## src/rtl/half_adder.sv

```systemverilog
// ---------------------------------------------------------------------------
// half_adder
//   WIDTH independent registered half-adder lanes with accepted-operation
//   statistics. Each lane produces sum = a ^ b and carry = a & b one cycle
//   after an accepted operation (in_valid=1). Results hold while no new
//   operation is accepted.
//
// Ports
//   clk         in   1      rising-edge clock
//   rst         in   1      synchronous active-high reset
//   in_valid    in   1      a/b accepted on this edge
//   a, b        in   WIDTH  per-lane operands
//   clear       in   1      synchronous clear of the statistics counters
//   sum         out  WIDTH  registered per-lane sum
//   carry       out  WIDTH  registered per-lane carry
//   out_valid   out  1      sum/carry hold a result accepted on the previous edge
//   op_count    out  16     accepted operations, saturating at 16'hFFFF
//   carry_count out  16     accepted operations with any carry set, saturating
// ---------------------------------------------------------------------------
module half_adder #(
  parameter int WIDTH = 1
) (
  input  logic             clk,
  input  logic             rst,
  input  logic             in_valid,
  input  logic [WIDTH-1:0] a,
  input  logic [WIDTH-1:0] b,
  input  logic             clear,
  output logic [WIDTH-1:0] sum,
  output logic [WIDTH-1:0] carry,
  output logic             out_valid,
  output logic [15:0]      op_count,
  output logic [15:0]      carry_count
);

  // Saturating increment: holds at all-ones instead of wrapping.
  function automatic logic [15:0] sat_inc(input logic [15:0] v);
    if (v == 16'hFFFF) begin
      return v;
    end
    return v + 16'd1;
  endfunction

  logic [WIDTH-1:0] sum_p1_q,   sum_p1_d;
  logic [WIDTH-1:0] carry_p1_q, carry_p1_d;
  logic             vld_p1_q,   vld_p1_d;
  logic [15:0]      op_cnt_q,   op_cnt_d;
  logic [15:0]      cy_cnt_q,   cy_cnt_d;
  logic             any_carry;

  // ---- stage p0 -> p1: lane arithmetic and counter next-state ----
  assign any_carry = |(a & b);

  always_comb begin
    sum_p1_d   = sum_p1_q;
    carry_p1_d = carry_p1_q;
    vld_p1_d   = in_valid;
    op_cnt_d   = op_cnt_q;
    cy_cnt_d   = cy_cnt_q;

    if (in_valid) begin
      sum_p1_d   = a ^ b;
      carry_p1_d = a & b;
    end

    // clear beats a simultaneous accept: the operation still produces a
    // result but is not counted.
    if (clear) begin
      op_cnt_d = 16'd0;
      cy_cnt_d = 16'd0;
    end else if (in_valid) begin
      op_cnt_d = sat_inc(op_cnt_q);
      if (any_carry) begin
        cy_cnt_d = sat_inc(cy_cnt_q);
      end
    end
  end

  always_ff @(posedge clk) begin
    if (rst) begin
      sum_p1_q   <= '0;
      carry_p1_q <= '0;
      vld_p1_q   <= 1'b0;
      op_cnt_q   <= 16'd0;
      cy_cnt_q   <= 16'd0;
    end else begin
      sum_p1_q   <= sum_p1_d;
      carry_p1_q <= carry_p1_d;
      vld_p1_q   <= vld_p1_d;
      op_cnt_q   <= op_cnt_d;
      cy_cnt_q   <= cy_cnt_d;
    end
  end

  // ---- stage p1: registered outputs ----
  assign sum         = sum_p1_q;
  assign carry       = carry_p1_q;
  assign out_valid   = vld_p1_q;
  assign op_count    = op_cnt_q;
  assign carry_count = cy_cnt_q;

endmodule

```

## config.mk

```make
export PLATFORM = sky130hd
export DESIGN_NAME = half_adder
export DESIGN_NICKNAME = d
export VERILOG_FILES = /design/src/rtl/half_adder.sv
export SDC_FILE = /design/constraint.sdc
export NUM_CORES = 1
export LEC_CHECK = 0
export BUFFER_PORTS_ARGS = -buffer_cell sky130_fd_sc_hd__buf_4
export CAP_MARGIN = 20
export CORE_ASPECT_RATIO = 1.5
export CORE_MARGIN = 1.5
export CORE_UTILIZATION = 50
export CTS_BUF_LIST = sky130_fd_sc_hd__clkbuf_2 sky130_fd_sc_hd__clkbuf_4 sky130_fd_sc_hd__clkbuf_8
export DETAILED_ROUTE_END_ITERATION = 10
export GPL_ROUTABILITY_DRIVEN = 0
export PLACE_DENSITY_LB_ADDON = 0.25
export SYNTH_ARGS = -nofsm -noshare
export SYNTH_HDL_FRONTEND = slang
export SYNTH_SLANG_ARGS = --single-unit
```

## constraint.sdc

```tcl
create_clock -name clk -period 2.32 [get_ports clk]
set_input_delay 0.464 -clock clk [delete_from_list [all_inputs] [get_ports clk]]
set_output_delay 0.464 -clock clk [all_outputs]
set_load 0.1 [all_outputs]
```

==> qor.txt <==
Status -> completed
1st-pass router iterations -> 4
GRT Residual Overflow -> 0
Vias -> 1733
Slew margin rel. -> 0.6031
Worst-path maximum fanout -> 7
Clock Sinks -> 35
CP Buf/Inv Count -> 0
Root Driver -> clkbuf_8
Most frequent cells in the layout -> buf_4 (43), dfxtp_1 (29), nand2_1 (22)
Total GRT Usage -> 0.2259
Fmax -> 562.3 MHz
Fillers -> 317
CTS tree -> built
Number of buffers created by CTS -> 5
Pin count of the biggest net entering global routing -> 17
Multi-input logic area -> 1067 um2
Area share of the largest cell type after synthesis -> 0.3836
Top-Level Pins -> 41
Worst path max stage delay -> 570 ps
Finished Layout Cells -> 285
Largest cells by area after synthesis -> dfxtp_1 (38%), nand2_1 (4.5%), or3_1 (4.1%)
Nature of the critical path startpoint -> flop
Delay-heaviest family, CP -> compound AO/OA/AOI/OAI gates
Critical path class -> reg -> reg
Site Rows -> 26
Core area -> 3448 um2
Fin. max-slew vios -> 0
Area added between synthesis and finish -> 23.84%
Layout cells sized above 1 -> 0.3457
RSZ-0062 raised after global routing -> false
Power per Cell Area -> 528.9 nW/um2
Die width -> 52.35 um
Initial drt markers -> 49
Dpl cells -> 277
Initial Utilization -> 0.5298
TNS Setup -> 0 ps
CTS HTree Levels -> 2
First-pass GRT wire length -> 7100 um
Asr flop ratio synth -> 0
Final hold slack -> 380.6 ps
Netlist cell types -> 46
Post-route antenna net violation count -> 0
Clock Skew -> 4.433 ps
Clock buffer depth -> 2
Die area -> 4033 um2
Hold Fails Final Rpt -> 0
Mapped Avg Cell Area -> 9.226 um2
Seq/Total Area, Yosys -> 0.3836
Ant. Diodes -> 0
Worst setup EP type -> flop
Post-Syn Area -> 1827 um2
Period utilization -> 0.7665
Fin crit period -> 1778 ps
CP max stage cell -> o41ai_4
Worst path cell trace -> ha_1, nand4_2, o41ai_4, o21ai_0, a21oi_1
Total wire length -> 4275 um
Max VDD drop -> 0.5026 mV
Leak Pwr -> 0.8478 nW
Syn_nets -> 207
#FFs+latches synth -> 35
Slew @ Worst Pin -> 590.8 ps
Commonest non-fill, non-tap cell in the layout -> buf_4
Synth warn -> 0
Vias in the first global route -> 1553
Worst skew pair latency -> 280 ps
Worst min path class -> in -> reg
Area leader, netlist -> dfxtp_1
Req. time, crit path -> 2540 ps
Post-cts sizing count -> 0
Number of synthesized flops with an enable pin -> 0
Cts hold-fix bufs -> 0
Clock transition at path regs -> 70 ps
Critical Path AT -> 2000 ps
# DRC -> 0
DR WL/cell -> 15.00 um
Post-CTS setup buffers -> 0
DP HPWL -> 3044 um
Port bufs -> 40
Finish-stage setup viols -> 0
Max_cap viols -> 0
Vias per cell -> 6.081
Post-synth top flop -> dfxtp_1
Reg area -> 708.2 um2
Die height -> 77.03 um
Synth Instances -> 198
Nets -> 251
Initial antenna violation count -> 0
==> cell type report <==
type                            count  area share
Clock buffer                        8     0.04591
Inverter                            2    0.003319
Multi-Input combinational cell    155      0.4718
Sequential cell                    35      0.3131
Tap cell                           42     0.02323
Timing Repair Buffer               43      0.1427
==> final timing paths <==
check / from / slack [ps] / to / depth (start not counted)
worst max-delay path: op_count[0] / 540 / op_count[3] / 5
worst min-delay path: rst / 380 / out_valid / 2
worst max register to register: op_count[0] / 540 / op_count[3] / 5
worst min register to register: carry / 490 / carry / 2
==> state kept, by name, summed over array words and instances, names as in the netlist <==
| signal | cells |
|---|---|
| carry | 1 |
| op_count | 16 |
| sum | 1 |
| out_valid | 1 |
| carry_count | 16 |
==> kinds of logic after synthesis <==
family | count (synthesis) | synth area share
xor+xnor | 3 | 0.01850
mux | 3 | 0.01644
flops | 35 | 0.3836
simple gates | 90 | 0.3014
compound gates | 56 | 0.2274
buf+inv | 8 | 0.03219
fa+ha+maj | 3 | 0.02055
==> cells in the mapped netlist, drive strengths merged (3+ instances only) <==
master and count:
o211ai 3, o31ai 4, nand2 22, and4 4, dfxtp 35, or3 16
o21ai 18, o41ai 3, nand3 9, and3 5, xor2 3, buf 4
a21oi 20, nor4 4, mux2i 3, or4 6, nor2 7, ha 3
nand4 10
==> metal layers <==
| layer | routed length [um] | track usage | up-vias |
|---|---|---|---|
| li1 | - | - | 855 |
| met1 | 1812 | 0.2785 | 820 |
| met2 | 2175 | 0.3738 | 46 |
| met3 | 174 | 0.04280 | 12 |
| met4 | 113 | 0.09231 | 0 |
| met5 | 0 | 0 | - |
==> report_power, final <==
part           internal, mW  total [mW]  leakage [nW]  switching [mW]
logic                0.0239      0.0890         0.507          0.0651
registers             0.605       0.609         0.286         0.00336
clock network         0.283       0.499        0.0549           0.216
==> through the flow <==
stage                     area (um2)  worst slack, ps  utilization  power [mW]
after floorplan                 1834            24.98            -      0.6908
after global routing            2262            384.0       0.6560       1.233
after global placement          2158            435.4       0.6259      0.7115
after detailed placement        2158            389.1       0.6259      0.7124
final                           2262            541.7       0.6560       1.196
after CTS                       2262            523.3       0.6560       1.208
Note: power is estimated with default switching activity, not from simulation.
